`config.mk`:
```
export PLATFORM = sky130hd
export DESIGN_NAME = pipe_fetch
export DESIGN_NICKNAME = d
export VERILOG_FILES = /design/src/rtl/pipe_fetch.sv
export SDC_FILE = /design/constraint.sdc
export NUM_CORES = 1
export LEC_CHECK = 0
export ABC_AREA = 0
export CAP_MARGIN = 15
export CORE_MARGIN = 2
export CORE_UTILIZATION = 40
export CTS_CLUSTER_SIZE = 8
export DETAILED_ROUTE_END_ITERATION = 10
export PLACE_DENSITY = 0.85
export SYNTH_ARGS = -nofsm -noshare
export SYNTH_HDL_FRONTEND = slang
export SYNTH_SLANG_ARGS = --single-unit
```
`constraint.sdc`:
```
create_clock -name clock -period 6.5 [get_ports clock]
set_input_delay 1.95 -clock clock [delete_from_list [all_inputs] [get_ports clock]]
set_output_delay 1.95 -clock clock [all_outputs]
set_load 0.05 [all_outputs]
```
`src/rtl/pipe_fetch.sv`:
```
// pipe_fetch: instruction fetch stage with single-word hold buffer and pending-redirect capture
module pipe_fetch #(
    parameter logic [31:0] RESET_PC = 32'h0000_0000
) (
    input  logic        clock,
    input  logic        reset,
    input  logic        wpcir,
    input  logic [1:0]  pcsource,
    input  logic [31:0] bpc,
    input  logic [31:0] rpc,
    input  logic [31:0] jpc,
    output logic        imem_req,
    output logic [31:0] imem_addr,
    input  logic        imem_ready,
    input  logic [31:0] imem_rdata,
    output logic [31:0] pc,
    output logic [31:0] pc4,
    output logic [31:0] ins,
    output logic        fvalid
);
    typedef enum logic {FETCH, HOLD} state_t;
    state_t      state_q, state_d;
    logic [31:0] pc_q, pc_d, ptarget_q, ptarget_d, hold_q, hold_d, sel_pc, next_pc;
    logic        pend_q, pend_d, fetch, xfer;
    // outputs, target selection and next-state: a delivered word always transfers before any redirect applies
    always_comb begin
        fetch     = state_q == FETCH;
        imem_req  = !reset && fetch;
        imem_addr = pc_q;
        pc        = pc_q;
        pc4       = pc_q + 32'd4;
        fvalid    = !reset && (fetch ? imem_ready : 1'b1);
        ins       = !fvalid ? 32'h0 : fetch ? imem_rdata : hold_q;
        sel_pc    = pcsource == 2'b01 ? bpc : pcsource == 2'b10 ? rpc : pcsource == 2'b11 ? jpc : pc4;
        sel_pc[1:0] = 2'b00;
        next_pc   = pend_q ? ptarget_q : sel_pc;
        xfer      = fvalid && wpcir;
        state_d   = state_q;
        pc_d      = pc_q;
        pend_d    = pend_q;
        ptarget_d = ptarget_q;
        hold_d    = hold_q;
        if (xfer) begin
            pc_d    = next_pc;
            state_d = FETCH;
            pend_d  = 1'b0;
        end else if (fetch && imem_ready && !wpcir) begin
            hold_d  = imem_rdata;
            state_d = HOLD;
        end else if (fetch && !imem_ready && wpcir && pcsource != 2'b00 && !pend_q) begin
            pend_d    = 1'b1;
            ptarget_d = sel_pc;
        end
    end
    // state registers with synchronous reset that also abandons any outstanding request
    always_ff @(posedge clock) begin
        if (reset) begin
            state_q   <= FETCH;
            pc_q      <= RESET_PC;
            pend_q    <= 1'b0;
            ptarget_q <= 32'h0;
            hold_q    <= 32'h0;
        end else begin
            state_q   <= state_d;
            pc_q      <= pc_d;
            pend_q    <= pend_d;
            ptarget_q <= ptarget_d;
            hold_q    <= hold_d;
        end
    end
endmodule

```
Yosys cells after proc, flatten, opt, wreduce, memory -nomap -nowiden
Index checks and enable logic that the tools add are counted.

Bits in registers: 96. Input bits: 134. Output and inout port bits: 130. Word-level logic and storage cells: 37.

$add $sub $neg: 1. Eq/ne operators: 3. Mux-type cells: 7. Bitwise logic cells: 3. Reduce and logical (&&, ||, !) cells: 18.

Operator list (count): $mux 32 (6); $add 32x3->32 const B (1); $logic_and 1x1->1 (9); $eq 2x2->1 const B (2); $logic_not 1->1 (4); $reduce_and 2->1 (2); $not 1->1 (3); $reduce_and 3->1 (1); $eq 2x1->1 const B (1); $reduce_bool 2->1 (1); $reduce_or 2->1 (1); $mux 1 (1).

Depth between registers and ports, before layout
Gate-level depths: netlist (run 1).

Depth after elaboration: 6. Mapped depth: 9. Gate-level depth less buffers: 8.

Least setup slack after synthesis (run 1)
Ideal clock, no wire load.

Path kind: input to output. Start: input port reset. End: output port ins[10]. Arrival: 3.056 ns. Data required time: 4.550 ns. Slack: 1.494 ns. Stages on the path: 4. Path through: inv_1 > o21ai_2 > clkbuf_1 > nor2_1.

Cells in the longest elaborated chain, start to end: 3.

Ends and longest elaborated chain: start, declared (line 6) `input logic reset,`; $logic_not 1->1 (line 32) `fvalid = !reset && (fetch ? imem_ready : 1'b1);`; $logic_and 1x1->1 (line 32); $mux 32 (line 33) `ins = !fvalid ? 32'h0 : fetch ? imem_rdata : hold_q;`; end, declared (line 18) `output logic [31:0] ins,`.

Every way passes these cells.

Worst setup path in the final report (run 1)
Start: register pc_q[2] (netlist: imem_addr[2]). End: output port pc4[30].

Cells in the longest elaborated chain, start to end: 1.

Ends and longest elaborated chain: start, declared (line 23) `logic [31:0] pc_q, pc_d, ptarget_q, ptarget_d, hold_q, hold_d, sel_pc, next_pc;`; start signal, assigned (line 65) `pc_q <= pc_d;`; $add 32x3->32 (line 31) `pc4 = pc_q + 32'd4;`; end, declared (line 17) `output logic [31:0] pc4,`.

Every way passes these cells.

==> results of run 1 <==
==> worst register-to-register path: stages, from the launching register on <==
cell and delay, ps:
dfxtp_2 830, o21ai_2 120, buf_4 260, inv_1 110
nand2_1 50, buf_4 270, or2_2 520, a221o_1 330
a21oi_1 110, nor3_1 70
==> routing by layer <==
layer  share of wire  vias to the layer above
met5               0                        -
met4           0.020                        0
met3           0.081                       40
met2            0.49                      311
met1            0.41                     2941
li1                -                     2938
==> stage by stage <==
step | worst slack, ps | total power (µW)
3_3_place_gp | 1200 | 1250
5_1_grt | 995 | 1890
4_1_cts | 1160 | 1830
6_report | 1120 | 1830
3_5_place_dp | 1150 | 1260
2_1_floorplan | 1490 | 1050
==> registers in the layout, indices dropped and copies added (netlist names) <==
name       count
hold_q        32
imem_addr     30
pend_q         1
ptarget_q     30
state_q        1
==> path summary, 6_finish.rpt <==
kind	startpoint	end	depth (start not counted)
worst min-delay path	hold_q[21]$_SDFFE_PP0P_	hold_q[21]$_SDFFE_PP0P_	2
worst max-delay path	imem_addr[2]$_SDFFE_PP0P_	pc4[30]	7
worst max register to register	state_q$_SDFFE_PP0P_	imem_addr[24]$_SDFFE_PP0P_	9
worst min register to register	hold_q[21]$_SDFFE_PP0P_	hold_q[21]$_SDFFE_PP0P_	2
==> layout by cell type, fill, tap and decap left out, drive strengths merged, types with 13 or more instances in the layout <==
cell           instances
a21oi                 65
nand2                103
nor2                  74
dfxtp                 94
nand3                 30
and3                  14
clkdlybuf4s50        216
buf                   50
inv                   19
xnor2                 16
o21ai                 32
mux2i                 50
a31oi                 13
==> power groups by stage <==
stage / clock (µW) / combinational [µW] / sequential, µW
2_1_floorplan: 0 / 346 / 701
3_3_place_gp: 0 / 585 / 666
3_5_place_dp: 0 / 590 / 668
4_1_cts: 586 / 592 / 655
5_1_grt: 601 / 625 / 662
6_report: 578 / 592 / 656
==> cell families after synthesis <==
group | count (synthesis) | synth area share
adders and majority gates | 1 | 0.00214
DFF | 94 | 0.321
xor gates and xnor gates | 28 | 0.0432
and+or+nand+nor | 266 | 0.212
muxes | 65 | 0.128
buffers and inverters | 112 | 0.107
AOI/OAI and AO/OA | 175 | 0.186
other | 1 | 0.000640
==> layout make-up <==
type,instances,area (µm²),share of cell area
multi-input cells,541,3370,0.401
repair buffers,266,2530,0.301
flip-flops and latches,94,1880,0.224
clock buffers,11,253,0.0300
well taps,184,230,0.0274
inverters,19,71.3,0.00848
clock inverters,4,70.1,0.00833
==> impl_metrics.toml, run 1 <==
[clock_tree]
cts_sinks = 94
cts_buffers = 9
clockBufferDepth = 2
cts_hold_buffers = 0
htreeDepth = 3
cts_tree = "done"
postCtsSetupBuffers = 0
clkLatencyLatePin_ps = 350
cts-root-buf = "clkbuf_16"
ctsResizeCount = 0
path_clk_slew_ps = 60

[route]
drt-initial-drc-count = 591
vias = 6230
routed_via_density = 5.57
ant_nets = 0
wire_per_inst_um = 18.1
firstDrtPassIters = 5
remaining_drc_errors = 0
wl_um = 20300

[power_and_ir_drop]
pwr-share-clk = 0.316
power_switching_uw = 629
p_per_area_mw_per_mm2 = 217
comb_power_share = 0.324
ir_worst_vdd_mv = 0.135
p_leak_uw = 0.00325
pwr-share-seq = 0.359
p_sw_frac = 0.344
p_int_uw = 1200

[sta]
hold_viol_final = 0
rsz0062_at_grt = "false"
finalSetupViolations = 0
maxSlewViolCount = 0
period_share = 0.828
maxSlewHeadroom = 0.318
worst_slew_pin_slew_ps = 1020
fin_crit_ps = 5380
whs_ps = 455
fmax_mhz = 186
skew_ps = 8.90
fin_setup_tns_ps = 0

[yosys]
synth.distinct_cells = 66
ys_ff_latch = 94
yosysWarnings = 0
synthCells = 742
syn-mean-instance-area_um2 = 7.89
synth-edff-count = 0
synth.top_cells.by_area = "dfxtp_1, mux2i_1, nand2_1"
synth_area_leader_cell = "dfxtp_1"
synthTopCellsByCount = "nand2_1, dfxtp_1, nor2_1"
yosysTopAreaCellShare = 0.321
seq_area_frac_synth = 0.321
synth_area_mm2 = 0.00586
ys_async_sr_fraction = 0
synth-main-ff-cell = "dfxtp_1"
yosysMostFrequentCell = "nand2_1"

[critical_path]
cp_max_fo = 7
slowest_delay_ps = 820
crit_buf_inv = 1
critical_path_required_ps = 4550
ff2ff_setup_slack_ps = 3720
critical_path_class = "flop to primary output"
slowest_stage = "clkdlybuf4s50_1"
start_kind = "flop"
worstSetupEndpointType = "primary output"
crit_family = "simple AND/OR/NAND/NOR gates"
path_cells = "ha_1 > and3_1 > nand4_2 > or2_1 > nor3_2 > xor2_1 > clkdlybuf4s50_1"
arrival_ps = 3430

[global_routing]
grtUsageMet2 = 0.435
busiest_layer = "met2"
grt_usage = 0.253
grt_pass1_vias = 6002
gr-total-overflow = 0
grt_max_degree = 42
antenna_found_initial = 0
grt_pass1_wl_um = 31700
grt_use_met3 = 0.0565
grt_use_met1 = 0.313

[die]
core.rowCount = 44
coreArea_mm2 = 0.0144
die_w_um = 125
io_pins = 264
initial_utilization = 0.406
dieArea_mm2 = 0.0156
fp.dieH_um = 125

[placed_design]
dpl_cell_area_mm2 = 0.00809
io_buffers = 251
dp_hpwl_um = 14100
dp_cells = 1104
gp_congestion = 0.885

[cells_and_area]
fillers = 1312
diodes = 0
nets = 1066
final_cell_area_mm2 = 0.00841
final_cell_count_no_fill = 1119
synthToLayoutAreaGrowth_pct = 43.7
fin_util = 0.583
drive_gt1_frac = 0.108

[run]
drv_cap = 0

[status]
status = "finished clean"

[hold_path]
hold_class = "flop to flop"
(Power assumes the default switching activity.)
==> run 2: changes to the inputs <==
--- a/config.mk
+++ b/config.mk
@@ -8,7 +8,7 @@
 export ABC_AREA = 0
 export CAP_MARGIN = 15
 export CORE_MARGIN = 2
-export CORE_UTILIZATION = 40
+export CORE_UTILIZATION = 38
 export CTS_CLUSTER_SIZE = 8
 export DETAILED_ROUTE_END_ITERATION = 10
 export PLACE_DENSITY = 0.85
==> constraint.sdc (replaced) <==
create_clock -name clock -period 4.5 [get_ports clock]
set_input_delay 1.35 -clock clock [delete_from_list [all_inputs] [get_ports clock]]
set_output_delay 1.35 -clock clock [all_outputs]
set_load 0.05 [all_outputs]
==> impl_metrics.toml, run 2 (synthesized netlist as in run 1, its figures left out) <==
[die]
fp.dieH_um = 128
coreArea_mm2 = 0.0151
die_w_um = 128
core.rowCount = 45
dieArea_mm2 = 0.0164
initial_utilization = 0.387
io_pins = 264

[cells_and_area]
synthToLayoutAreaGrowth_pct = 44.6
fillers = 1350
top_register = "hold_q"
drive_gt1_frac = 0.115
final_cell_area_mm2 = 0.00847
nets = 1072
layout_commonest_cell = "clkdlybuf4s50_1"
largest_reg_flops = 32
final_cell_mix = "clkdlybuf4s50_1, nand2_1, dfxtp_1, nor2_1, a21oi_1"
fin_util = 0.559

[critical_path]
worstSetupEndpointType = "primary output"
cp_max_fo = 8
critical_path_class = "flop to primary output"
slowest_delay_ps = 870
slowest_stage = "clkdlybuf4s50_1"
crit_family = "simple AND/OR/NAND/NOR gates"
start_kind = "flop"
arrival_ps = 2940
critical_path_required_ps = 3150
path_cells = "nand4_1 > nor3_4 > nand4b_1 > xnor2_1 > clkdlybuf4s50_1"
crit_buf_inv = 1

[sta]
skew_ps = 4.32
finalSetupViolations = 0
rsz0062_at_grt = "false"
fin_crit_ps = 4290
worst_slew_pin_slew_ps = 932
fmax_mhz = 233
maxSlewViolCount = 0
period_share = 0.953
whs_ps = 453
fin_setup_tns_ps = 0
hold_viol_final = 0
maxSlewHeadroom = 0.379

[clock_tree]
path_clk_slew_ps = 60
clockBufferDepth = 2
clkLatencyLatePin_ps = 340
cts-root-buf = "clkbuf_16"
cts_buffers = 9
htreeDepth = 3
cts_hold_buffers = 0
cts_sinks = 94
cts_tree = "done"

[placed_design]
gp_congestion = 0.891
dpl_cell_area_mm2 = 0.00815
io_buffers = 251
dp_hpwl_um = 14200

[hold_path]
hold_class = "flop to flop"

[power_and_ir_drop]
ir_worst_vdd_mv = 0.176
p_leak_uw = 0.00337
p_per_area_mw_per_mm2 = 305
power_uw = 2590

[global_routing]
gr-total-overflow = 0
grt_usage = 0.233
grt_pass1_wl_um = 30200
grt_pass1_vias = 5784
grt_max_degree = 50
antenna_found_initial = 1

[route]
vias = 6175
wl_um = 19800
routed_via_density = 5.46
firstDrtPassIters = 7
remaining_drc_errors = 0
ant_nets = 0
drt-initial-drc-count = 428
wire_per_inst_um = 17.5

[status]
status = "finished clean"

[run]
drv_cap = 0
[run 2: cell count changes in the layout (fill, tap and decap cells not counted), sizes merged]
cell / before / now
diode: 0 / 1
dlymetal6s2s: 0 / 6
buf: 50 / 58
clkbuf: 11 / 13
bufinv: 2 / 1
clkdlybuf4s50: 216 / 208
clkinvlp: 0 / 1
clkinv: 2 / 1
[run 2: per-stage QoR]
step,setup WS (ps),instances
final,213,1131
after global routing,15.8,1130
after CTS,104,1130
after detailed placement,501,1114
after global placement,485,1114
after floorplan,366,747
[run 2: worst min-delay path: stages (launching register included)]
cell and delay (ps):
dfxtp_1 310, nand2_1 50, a21oi_1 50
[run 2: power breakdown]
group	internal, µW	leakage, µW	switching [µW]
logic	338	0.00245	518
clock network	461	0.000146	319
registers	884	0.000770	67.3
total	1680	0.00337	904
[run 2: layout make-up]
type / count / area [µm²] / share of cell area
multi-input combinational: 541 / 3370 / 0.398
timing repair buffer: 272 / 2600 / 0.307
sequential: 94 / 1880 / 0.222
clock buffer: 13 / 260 / 0.0307
tap: 188 / 235 / 0.0278
inverter: 19 / 71.3 / 0.00842
clock inverter: 3 / 42.5 / 0.00502
antenna: 1 / 2.50 / 0.000295
[run 2: worst paths after layout]
kind / startpoint / endpoint / slack [ps] / cells after the start
max: imem_addr[2]$_SDFFE_PP0P_ / pc4[27] / 210 / 5
max reg2reg: pend_q$_SDFFE_PP0P_ / ptarget_q[20]$_SDFFE_PP0P_ / 2040 / 6
min: hold_q[21]$_SDFFE_PP0P_ / hold_q[21]$_SDFFE_PP0P_ / 450 / 2
min reg2reg: hold_q[21]$_SDFFE_PP0P_ / hold_q[21]$_SDFFE_PP0P_ / 450 / 2
[run 2: per-layer routing]
metal	wire length, µm	global-route usage
met1	8090	0.282
met4	408	0.0821
met2	9540	0.406
met3	1790	0.0526
met5	0	0
[run 2: what timing repair did]
item                                    CTS  global route
setup buffers                             0             0
endpoints found under the setup margin    0             6
gates resized for setup                   0             6
